--- config.mk ---
export PLATFORM = sky130hd
export DESIGN_NAME = arcade_input_decoder
export DESIGN_NICKNAME = d
export VERILOG_FILES = /design/src/rtl/arcade_input_decoder.sv
export SDC_FILE = /design/constraint.sdc
export NUM_CORES = 1
export LEC_CHECK = 0
export ABC_AREA = 1
export BUFFER_PORTS_ARGS = -buffer_cell sky130_fd_sc_hd__buf_2
export CAP_MARGIN = 30
export CORE_MARGIN = 4
export CORE_UTILIZATION = 40
export CTS_CLUSTER_DIAMETER = 120
export DETAILED_ROUTE_END_ITERATION = 10
export GPL_TIMING_DRIVEN = 1
export SYNTH_ARGS = -nofsm -noshare
export SYNTH_HDL_FRONTEND = slang
export SYNTH_SLANG_ARGS = --single-unit
--- constraint.sdc ---
create_clock -name clk_sys -period 4.2 [get_ports clk_sys]
set_clock_uncertainty 0.2 [all_clocks]
set_input_delay 0.63 -clock clk_sys [delete_from_list [all_inputs] [get_ports clk_sys]]
set_output_delay 0.63 -clock clk_sys [all_outputs]
set_load 0.03 [all_outputs]
--- src/rtl/arcade_input_decoder.sv ---
// Arcade control front end: PS/2 keys and joystick to registered player
// controls, with orientation remap and rate-limited coin pulses.
module arcade_input_decoder #(
    parameter int unsigned COIN_CYCLES        = 200000,
    parameter int unsigned GAP_CYCLES         = 200000,
    parameter int unsigned START_INSERTS_COIN = 1
) (
    input  logic        clk_sys,
    input  logic        reset_n,
    input  logic [10:0] ps2_key,
    input  logic [15:0] joy,
    input  logic        rotate,
    input  logic        clear,
    output logic [3:0]  p1_dir,
    output logic        p1_fire,
    output logic [3:0]  p2_dir,
    output logic        p2_fire,
    output logic        start1,
    output logic        start2,
    output logic        coin1,
    output logic        coin2,
    output logic        test
);

    localparam int unsigned MAX_CYC = (COIN_CYCLES > GAP_CYCLES) ? COIN_CYCLES : GAP_CYCLES;
    localparam int unsigned CNT_W   = (MAX_CYC < 2) ? 1 : $clog2(MAX_CYC);
    localparam logic [CNT_W-1:0] COIN_LOAD = CNT_W'(COIN_CYCLES - 1);
    localparam logic [CNT_W-1:0] GAP_LOAD  = (GAP_CYCLES == 0) ? '0 : CNT_W'(GAP_CYCLES - 1);

    // Key state slots
    localparam int unsigned K_UP1    = 0;
    localparam int unsigned K_DOWN1  = 1;
    localparam int unsigned K_LEFT1  = 2;
    localparam int unsigned K_RIGHT1 = 3;
    localparam int unsigned K_SPACE  = 4;
    localparam int unsigned K_CTRL   = 5;
    localparam int unsigned K_F1     = 6;
    localparam int unsigned K_F2     = 7;
    localparam int unsigned K_1      = 8;
    localparam int unsigned K_2      = 9;
    localparam int unsigned K_5      = 10;
    localparam int unsigned K_6      = 11;
    localparam int unsigned K_UP2    = 12;
    localparam int unsigned K_DOWN2  = 13;
    localparam int unsigned K_LEFT2  = 14;
    localparam int unsigned K_RIGHT2 = 15;
    localparam int unsigned K_FIRE2  = 16;
    localparam int unsigned K_TEST   = 17;
    localparam int unsigned NKEYS    = 18;

    typedef enum logic [1:0] {
        ST_IDLE  = 2'd0,
        ST_PULSE = 2'd1,
        ST_GAP   = 2'd2
    } coin_state_e;

    logic              tog_q, tog_d;
    logic              init_q, init_d;
    logic [NKEYS-1:0]  key_q, key_d;
    logic              event_c;
    logic              pressed_c;

    logic [3:0]        p1_dir_q, p1_dir_d;
    logic [3:0]        p2_dir_q, p2_dir_d;
    logic              p1_fire_q, p1_fire_d;
    logic              p2_fire_q, p2_fire_d;
    logic              start1_q, start1_d;
    logic              start2_q, start2_d;
    logic              test_q, test_d;

    logic [3:0]        p1_raw_c, p2_raw_c;
    logic              start1_c, start2_c;
    logic [1:0]        trig_c;

    coin_state_e       state_q [2];
    coin_state_e       state_d [2];
    logic [CNT_W-1:0]  cnt_q   [2];
    logic [CNT_W-1:0]  cnt_d   [2];
    logic [1:0]        trig_prev_q, trig_prev_d;
    logic [1:0]        coin_q, coin_d;

    logic              unused_c;
    assign unused_c = ^joy[15:7];

    // Horizontal cabinets see the screen turned a quarter: remap directions
    function automatic logic [3:0] remap(input logic [3:0] d, input logic r);
        return r ? {d[1], d[0], d[2], d[3]} : d;
    endfunction

    // Toggle edge detect and key-state decode
    always_comb begin
        tog_d     = ps2_key[10];
        init_d    = 1'b0;
        key_d     = key_q;
        pressed_c = ps2_key[9];
        event_c   = (tog_q != ps2_key[10]) && !init_q;
        if (clear) begin
            key_d = '0;
        end else if (event_c) begin
            case (ps2_key[7:0])
                8'h75: key_d[K_UP1]    = pressed_c;
                8'h72: key_d[K_DOWN1]  = pressed_c;
                8'h6B: key_d[K_LEFT1]  = pressed_c;
                8'h74: key_d[K_RIGHT1] = pressed_c;
                default: begin
                    if (!ps2_key[8]) begin
                        case (ps2_key[7:0])
                            8'h29: key_d[K_SPACE]  = pressed_c;
                            8'h14: key_d[K_CTRL]   = pressed_c;
                            8'h05: key_d[K_F1]     = pressed_c;
                            8'h06: key_d[K_F2]     = pressed_c;
                            8'h16: key_d[K_1]      = pressed_c;
                            8'h1E: key_d[K_2]      = pressed_c;
                            8'h2E: key_d[K_5]      = pressed_c;
                            8'h36: key_d[K_6]      = pressed_c;
                            8'h2D: key_d[K_UP2]    = pressed_c;
                            8'h2B: key_d[K_DOWN2]  = pressed_c;
                            8'h23: key_d[K_LEFT2]  = pressed_c;
                            8'h34: key_d[K_RIGHT2] = pressed_c;
                            8'h1C: key_d[K_FIRE2]  = pressed_c;
                            8'h2C: key_d[K_TEST]   = pressed_c;
                            default: ;
                        endcase
                    end
                end
            endcase
        end
    end

    // Merge keyboard and joystick requests into the next output values
    always_comb begin
        p1_raw_c = {key_q[K_UP1], key_q[K_DOWN1], key_q[K_LEFT1], key_q[K_RIGHT1]} | joy[3:0];
        p2_raw_c = {key_q[K_UP2], key_q[K_DOWN2], key_q[K_LEFT2], key_q[K_RIGHT2]} | joy[3:0];
        start1_c = key_q[K_F1] | key_q[K_1] | joy[5];
        start2_c = key_q[K_F2] | key_q[K_2] | joy[6];
        trig_c[0] = key_q[K_5] | ((START_INSERTS_COIN != 0) & (start1_c | start2_c));
        trig_c[1] = key_q[K_6];

        p1_dir_d  = remap(p1_raw_c, rotate);
        p2_dir_d  = remap(p2_raw_c, rotate);
        p1_fire_d = key_q[K_SPACE] | key_q[K_CTRL] | joy[4];
        p2_fire_d = key_q[K_FIRE2] | joy[4];
        start1_d  = start1_c;
        start2_d  = start2_c;
        test_d    = key_q[K_TEST];
        if (clear) begin
            p1_dir_d  = '0;
            p2_dir_d  = '0;
            p1_fire_d = 1'b0;
            p2_fire_d = 1'b0;
            start1_d  = 1'b0;
            start2_d  = 1'b0;
            test_d    = 1'b0;
        end
    end

    // Coin pulse FSMs: rising edge -> fixed pulse -> dead time, edges dropped while busy
    always_comb begin
        trig_prev_d = trig_c;
        coin_d      = '0;
        for (int i = 0; i < 2; i++) begin
            state_d[i] = state_q[i];
            cnt_d[i]   = cnt_q[i];
            if (clear) begin
                state_d[i] = ST_IDLE;
                cnt_d[i]   = '0;
            end else begin
                case (state_q[i])
                    ST_IDLE: begin
                        if (trig_c[i] && !trig_prev_q[i]) begin
                            state_d[i] = ST_PULSE;
                            cnt_d[i]   = COIN_LOAD;
                        end
                    end
                    ST_PULSE: begin
                        if (cnt_q[i] == '0) begin
                            if (GAP_CYCLES == 0) begin
                                state_d[i] = ST_IDLE;
                                cnt_d[i]   = '0;
                            end else begin
                                state_d[i] = ST_GAP;
                                cnt_d[i]   = GAP_LOAD;
                            end
                        end else begin
                            cnt_d[i] = cnt_q[i] - CNT_W'(1);
                        end
                    end
                    ST_GAP: begin
                        if (cnt_q[i] == '0) begin
                            state_d[i] = ST_IDLE;
                        end else begin
                            cnt_d[i] = cnt_q[i] - CNT_W'(1);
                        end
                    end
                    default: begin
                        state_d[i] = ST_IDLE;
                        cnt_d[i]   = '0;
                    end
                endcase
            end
            coin_d[i] = (state_d[i] == ST_PULSE);
        end
    end

    // State and output registers
    always_ff @(posedge clk_sys or negedge reset_n) begin
        if (!reset_n) begin
            tog_q       <= 1'b0;
            init_q      <= 1'b1;
            key_q       <= '0;
            p1_dir_q    <= '0;
            p2_dir_q    <= '0;
            p1_fire_q   <= 1'b0;
            p2_fire_q   <= 1'b0;
            start1_q    <= 1'b0;
            start2_q    <= 1'b0;
            test_q      <= 1'b0;
            trig_prev_q <= '0;
            coin_q      <= '0;
            for (int i = 0; i < 2; i++) begin
                state_q[i] <= ST_IDLE;
                cnt_q[i]   <= '0;
            end
        end else begin
            tog_q       <= tog_d;
            init_q      <= init_d;
            key_q       <= key_d;
            p1_dir_q    <= p1_dir_d;
            p2_dir_q    <= p2_dir_d;
            p1_fire_q   <= p1_fire_d;
            p2_fire_q   <= p2_fire_d;
            start1_q    <= start1_d;
            start2_q    <= start2_d;
            test_q      <= test_d;
            trig_prev_q <= trig_prev_d;
            coin_q      <= coin_d;
            for (int i = 0; i < 2; i++) begin
                state_q[i] <= state_d[i];
                cnt_q[i]   <= cnt_d[i];
            end
        end
    end

    assign p1_dir  = p1_dir_q;
    assign p2_dir  = p2_dir_q;
    assign p1_fire = p1_fire_q;
    assign p2_fire = p2_fire_q;
    assign start1  = start1_q;
    assign start2  = start2_q;
    assign coin1   = coin_q[0];
    assign coin2   = coin_q[1];
    assign test    = test_q;

endmodule

==> results of run 1 <==
-- worst reg2reg max path: stages (launching register included) --
cell and delay (ns):
dfrtp_1 0.39, inv_1 0.10, ha_1 0.15, nor3b_1 0.25, nand3_2 0.21, o21ai_4 0.57
nor2_2 0.25, nand2_1 0.13, nand2_1 0.06
-- sequential cells by signal (all words and copies together) (netlist names), 2 cells and up --
name	cells
state_q	4
cnt_q	36
p2_dir	4
coin_q	2
trig_prev_q	2
key_q	18
p1_dir	4
-- synth_stat cells, types with 2 or more instances --
library cell,number
nand3_2,2
nand3b_1,2
dfrtp_1,76
o21ai_1,3
o21bai_1,2
inv_1,56
nand2_4,2
buf_2,5
nand4_1,5
a21oi_1,9
nor2_1,83
nor2_2,3
or2_2,3
clkbuf_1,6
buf_1,2
nand3_1,51
xor2_1,16
nand2_1,219
o21ai_0,35
ha_1,4
nor3_1,32
nor3b_1,2
buf_6,3
xnor2_1,8
-- final cells by class --
type	instances	share of cell area [%]
flip-flops and latches	77	37.6
inverters	58	4.35
clock inverters	5	1.51
multi-input cells	487	44.0
well taps	140	3.42
repair buffers	40	4.54
clock buffers	11	4.54
-- power breakdown --
| group | leakage [nW] | switching (W) | total, W | internal [W] |
|---|---|---|---|---|
| sequential | 1.02 | 0.000119 | 0.000988 | 0.000869 |
| clock | 0.150 | 0.000306 | 0.000825 | 0.000519 |
| combinational | 1.56 | 0.000883 | 0.00133 | 0.000449 |
-- per-stage QoR --
step	total power [W]	cells	util [%]	hold slack, ns
2_1_floorplan	0.00208	639	-	0.134
3_5_place_dp	0.00233	802	44.0	0.199
3_3_place_gp	0.00230	801	43.8	0.188
6_report	0.00314	818	46.9	0.00475
5_1_grt	0.00344	818	46.9	0.0267
4_1_cts	0.00317	818	46.9	0.00385
-- logic make-up (layout without fill, tap and decap cells) --
logic type / Yosys count / in the layout
and+or+nand+nor: 404 / 404
DFF: 77 / 77
buffers and inverters: 75 / 114
AOI/OAI and AO/OA: 54 / 54
xor gates and xnor gates: 24 / 24
adders and majority gates: 4 / 4
other: 1 / 1
-- routing by layer --
layer  vias to the layer above  global-route usage [%]  routed length, µm
li1                       2095                       -                  -
met3                        17                    2.85                331
met4                         0                    7.60                220
met2                        66                    27.2               4670
met1                      1817                    21.8               4720
met5                         -                       0                  0
-- worst max path at each step --
stage	slack, ns	end	start
after CTS	1.76	cnt_q[10]	cnt_q[0]
after global placement	1.78	cnt_q[20]	clear
after global routing	1.60	cnt_q[8]	cnt_q[0]
after floorplan	2.26	key_q[8]	ps2_key[6]
after detailed placement	1.73	cnt_q[21]	clear
final	1.77	cnt_q[10]	cnt_q[0]
==> flow_summary.yaml, run 1 <==
pwr:
  powerDensity_nw_per_um2: 614
  total_leakage_power_nw: 2.73
  peakVddDrop_v: 0.000220
cts:
  cts-resized-gates: 0
  post_cts_buffers: 0
  cts_tree: "yes"
  clk-insertion-delay-late_ns: 0.34
  numCtsBuffers: 9
  ctsRootBufferMaster: "clkbuf_16"
  cts_max_level: 3
  clk_pin_slew_ns: 0.06
  cts.sinks: 77
  ctsHoldBuffers: 0
  cts_buffer_depth: 2
finish:
  multi_input_area_um2: 2250
  diodes: 0
  regArea_um2: 1930
  syn2layout_area_growth_pct: 13.5
  nNetsFinal: 708
  layout_common_cells: "nand2_1 (219), nor2_1 (83), dfrtp_1 (76)"
  nFillCells: 1133
  design_area_um2: 5120
  layout-drive-gt1-share_pct: 10.2
  mostFrequentLayoutCell: "nand2_1"
flow_run:
  maxCapViolCount: 0
global_route:
  grt_max_degree: 53
  grt_pass1_wl_um: 17700
  antenna_found_initial: 0
  grt_pass1_vias: 3825
  grt_usage_pct: 16.7
  grt_overflow_total: 0
sta:
  slew_viol_final: 0
  min_period_over_period_pct: 57.9
  relSlewSlack_pct: 49.6
  finalSetupViolCount: 0
  tightest_slew_ns: 0.755
  period_minus_slack_ns: 2.43
  rsz0062_at_grt: "no"
  hold_violations: 0
  max_freq_mhz: 411
  tns_ns: 0
  timing.final.ws_setup_ns: 1.77
critical_path:
  critPathBufInv: 1
  r2r-end: "cnt_q[10]"
  critPathLaunchType: "flop"
  path_depth: 8
  timing.rr.start: "cnt_q[0]"
  end_kind: "flop"
  cp.arrival_ns: 2.46
  ff2ff_setup_slack_ns: 1.77
  reg2reg_depth: 8
  critPathTopFamily: "simple AND/OR/NAND/NOR gates"
  slowest_delay_ns: 0.57
  crit_path_top_delay_cell: "o21ai_4"
  crit_path_frequent_cell: "nand2_1"
  cp_max_fo: 24
  crit_chain: "inv_1, ha_1, nor3b_1, nand3_2, o21ai_4, nor2_2, nand2_1, nand2_1"
  required_ns: 4.23
  crit_type: "reg2reg"
floorplan:
  die_h_um: 114
  core_area_um2: 10900
  die_width_um: 114
  die_area_um2: 13000
  ioPinCount: 46
  start_util_pct: 41.3
  num_rows: 38
drt:
  vias_per_cell: 4.88
  vias: 3995
  wirelength_um: 9950
  wire_per_inst_um: 12.2
  postRouteAntennaNets: 0
  first_pass_iters: 5
  drt-initial-drc-count: 191
  drc: 0
synth:
  synth_top_area_cell: "dfrtp_1"
  ys.flop_type: "dfrtp_1"
  synth_edf_count: 0
  synth_compound_area_share_pct: 6.65
  syn_inst: 639
  synthTopCellsByArea: "dfrtp_1 (42%), nand2_1 (18%), nor2_1 (6.9%)"
  synth_fp_nets: 674
  synthAdderAreaFrac_pct: 1.11
  synth.area.mux_share_pct: 0
  yosys_register_bits: 77
  synth.distinct_cells: 34
  ys_seq_area_share_pct: 42.7
  ys_warn_count: 0
  synth.avg_cell_area_um2: 7.06
  synth-simple-area-share_pct: 37.4
  synth_xor_area_share_pct: 4.66
  synth.top_cell.area_share_pct: 42.1
  synthArstFlopShare_pct: 100
  synth_top_family_by_area: "simple AND/OR/NAND/NOR gates"
  synth_area_um2: 4510
placement:
  hpwl_um: 7000
  pre_cts_slack_ns: 1.73
  place_area_um2: 4810
  gp_congestion: 0.888
  io_buffers: 36
run_status:
  outcome: "finished clean"
hold_path:
  hold_path_class: "in2async"
No activity file was read; power rests on OpenSTA's default activity.
==> run 2, diff against run 1 <==
==> constraint.sdc (replaced) <==
create_clock -name clk_sys -period 1.95 [get_ports clk_sys]
set_clock_uncertainty 0.2 [all_clocks]
set_input_delay 0.2925 -clock clk_sys [delete_from_list [all_inputs] [get_ports clk_sys]]
set_output_delay 0.2925 -clock clk_sys [all_outputs]
set_load 0.03 [all_outputs]
==> run 2 against run 1 <==
Effect of this change:
- fmax grew 30%
- global-route usage is essentially flat
- utilization grew 3.8 points
- design area grew 8.1%
- sequential share of layout area shrank 2.8 points
==> flow_summary.yaml, run 2 (same netlist as run 1, synthesis figures left out) <==
run_status:
  outcome: "finished clean"
finish:
  syn2layout_area_growth_pct: 22.6
  largest_reg_flops: 36
  reg_top3: "cnt_q x36, key_q x18"
  layout-drive-gt1-share_pct: 17.6
  diodes: 0
  mostFrequentLayoutCell: "nand2_1"
  top_register: "cnt_q"
  layout_common_cells: "nand2_1 (217), dfrtp_1 (75), nor2_1 (74)"
  nNetsFinal: 747
  instances_no_fill: 857
placement:
  dp_cells: 829
  io_buffers: 36
  gp_congestion: 0.872
  pre_cts_slack_ns: -0.0939
  hpwl_um: 7560
drt:
  vias: 4202
  wire_per_inst_um: 12.4
  postRouteAntennaNets: 0
  vias_per_cell: 4.90
  first_pass_iters: 4
  wirelength_um: 10600
  drc: 0
  drt-initial-drc-count: 164
cts:
  ctsRootBufferMaster: "clkbuf_16"
  cts_tree: "yes"
  cts_buffer_depth: 2
  cts_max_level: 3
  cts.sinks: 77
  numCtsBuffers: 9
  clk-insertion-delay-late_ns: 0.34
  clk_pin_slew_ns: 0.06
global_route:
  grt_usage_pct: 16.7
  grt_overflow_total: 0
  antenna_found_initial: 0
  grt_max_degree: 34
  grt_pass1_vias: 4032
  grt_pass1_wl_um: 17900
pwr:
  powerDensity_nw_per_um2: 1360
  netSwitchingFraction_pct: 40.8
  clkPwrFrac_pct: 23.7
  peakVddDrop_v: 0.000519
  intPower_w: 0.00444
  power_frac_comb_pct: 47.6
  power_switching_w: 0.00306
  seq_power_share_pct: 28.7
  total_leakage_power_nw: 2.93
sta:
  holdWs_ns: 0.0815
  rsz0062_at_grt: "yes"
  period_minus_slack_ns: 1.87
  max_freq_mhz: 535
  min_period_over_period_pct: 95.9
  finalSetupViolCount: 0
  tns_ns: 0
  hold_violations: 0
  slew_viol_final: 0
  relSlewSlack_pct: 49.7
  timing.final.ws_setup_ns: 0.0800
  tightest_slew_ns: 0.754
floorplan:
  start_util_pct: 41.3
  ioPinCount: 46
  die_width_um: 114
  die_area_um2: 13000
  core_area_um2: 10900
  num_rows: 38
  die_h_um: 114
critical_path:
  cp_max_fo: 5
  timing.rr.start: "cnt_q[0]"
  crit_type: "reg2reg"
  cp.arrival_ns: 1.89
  critPathLaunchType: "flop"
  end_kind: "flop"
  required_ns: 1.97
  crit_start: "cnt_q[0]"
hold_path:
  hold_path_class: "in2reg"
  hp-start: "ps2_key[9]"
flow_run:
  maxCapViolCount: 0
## run 2: cell types whose count changed in the layout (fill, tap and decap cells not counted), sizes merged
cell,before,now
nor2,86,87
clkinvlp,1,2
dlygate4sd3,0,4
buf,40,74
clkbuf,11,10
## run 2: area by class of cell
type                       instances  area [µm²]
tap                              140         175
multi-input combinational        488        2340
fill                            1065        5400
timing repair buffer              78         552
clock inverter                     6        88.8
sequential                        77        1930
clock buffer                      10         229
inverter                          58         225
## run 2: path summary, 6_finish.rpt
kind	end	slack [ns]	depth (start not counted)
max	cnt_q[8]	0.08	9
min reg2reg	trig_prev_q[1]	0.20	0
max reg2reg	cnt_q[8]	0.08	9
min in group asynchronous	cnt_q[0]	0.25	2
max in group asynchronous	key_q[3]	0.74	3
min	key_q[4]	0.08	5
## run 2: metal layers
metal  GRT usage (%)  share of wire (%)
met5               0                  0
met3            3.59                4.3
met2            28.1                 48
met1            21.1                 46
met4            6.18                1.6
## run 2: stage by stage
stage	util (%)	area, µm²	total power (W)
after floorplan	-	4510	0.00448
final	50.6	5540	0.00750
after global placement	45.9	5020	0.00530
after detailed placement	45.9	5020	0.00537
after CTS	49.3	5390	0.00721
after global routing	50.6	5540	0.00814
## run 2: critical path: stages, from the launching register on
cell and delay [ns]:
dfrtp_1 0.40, inv_2 0.08, ha_1 0.15, nor3b_4 0.18, nand3_2 0.15, o21ai_4 0.22, buf_4 0.16, nor2_2 0.07
nand2_1 0.09, nand2_1 0.05
## run 2: timing repair
| action | CTS | global route |
|---|---|---|
| hold buffers | 4 | 0 |
| gates resized for setup | 2 | 39 |
| setup buffers | 0 | 5 |
| gates cloned | 0 | 3 |
| endpoints found under the setup margin | 5 | 40 |
| pin swaps | 0 | 6 |
| endpoints found under the hold margin | 33 | 0 |
## run 2: power by group through the flow
stage / Combinational [W] / Sequential (W) / Clock (W)
after floorplan: 0.00233 / 0.00215 / 0
after global placement: 0.00315 / 0.00215 / 0
after detailed placement: 0.00322 / 0.00215 / 0
after CTS: 0.00325 / 0.00213 / 0.00183
after global routing: 0.00406 / 0.00219 / 0.00189
final: 0.00357 / 0.00215 / 0.00178
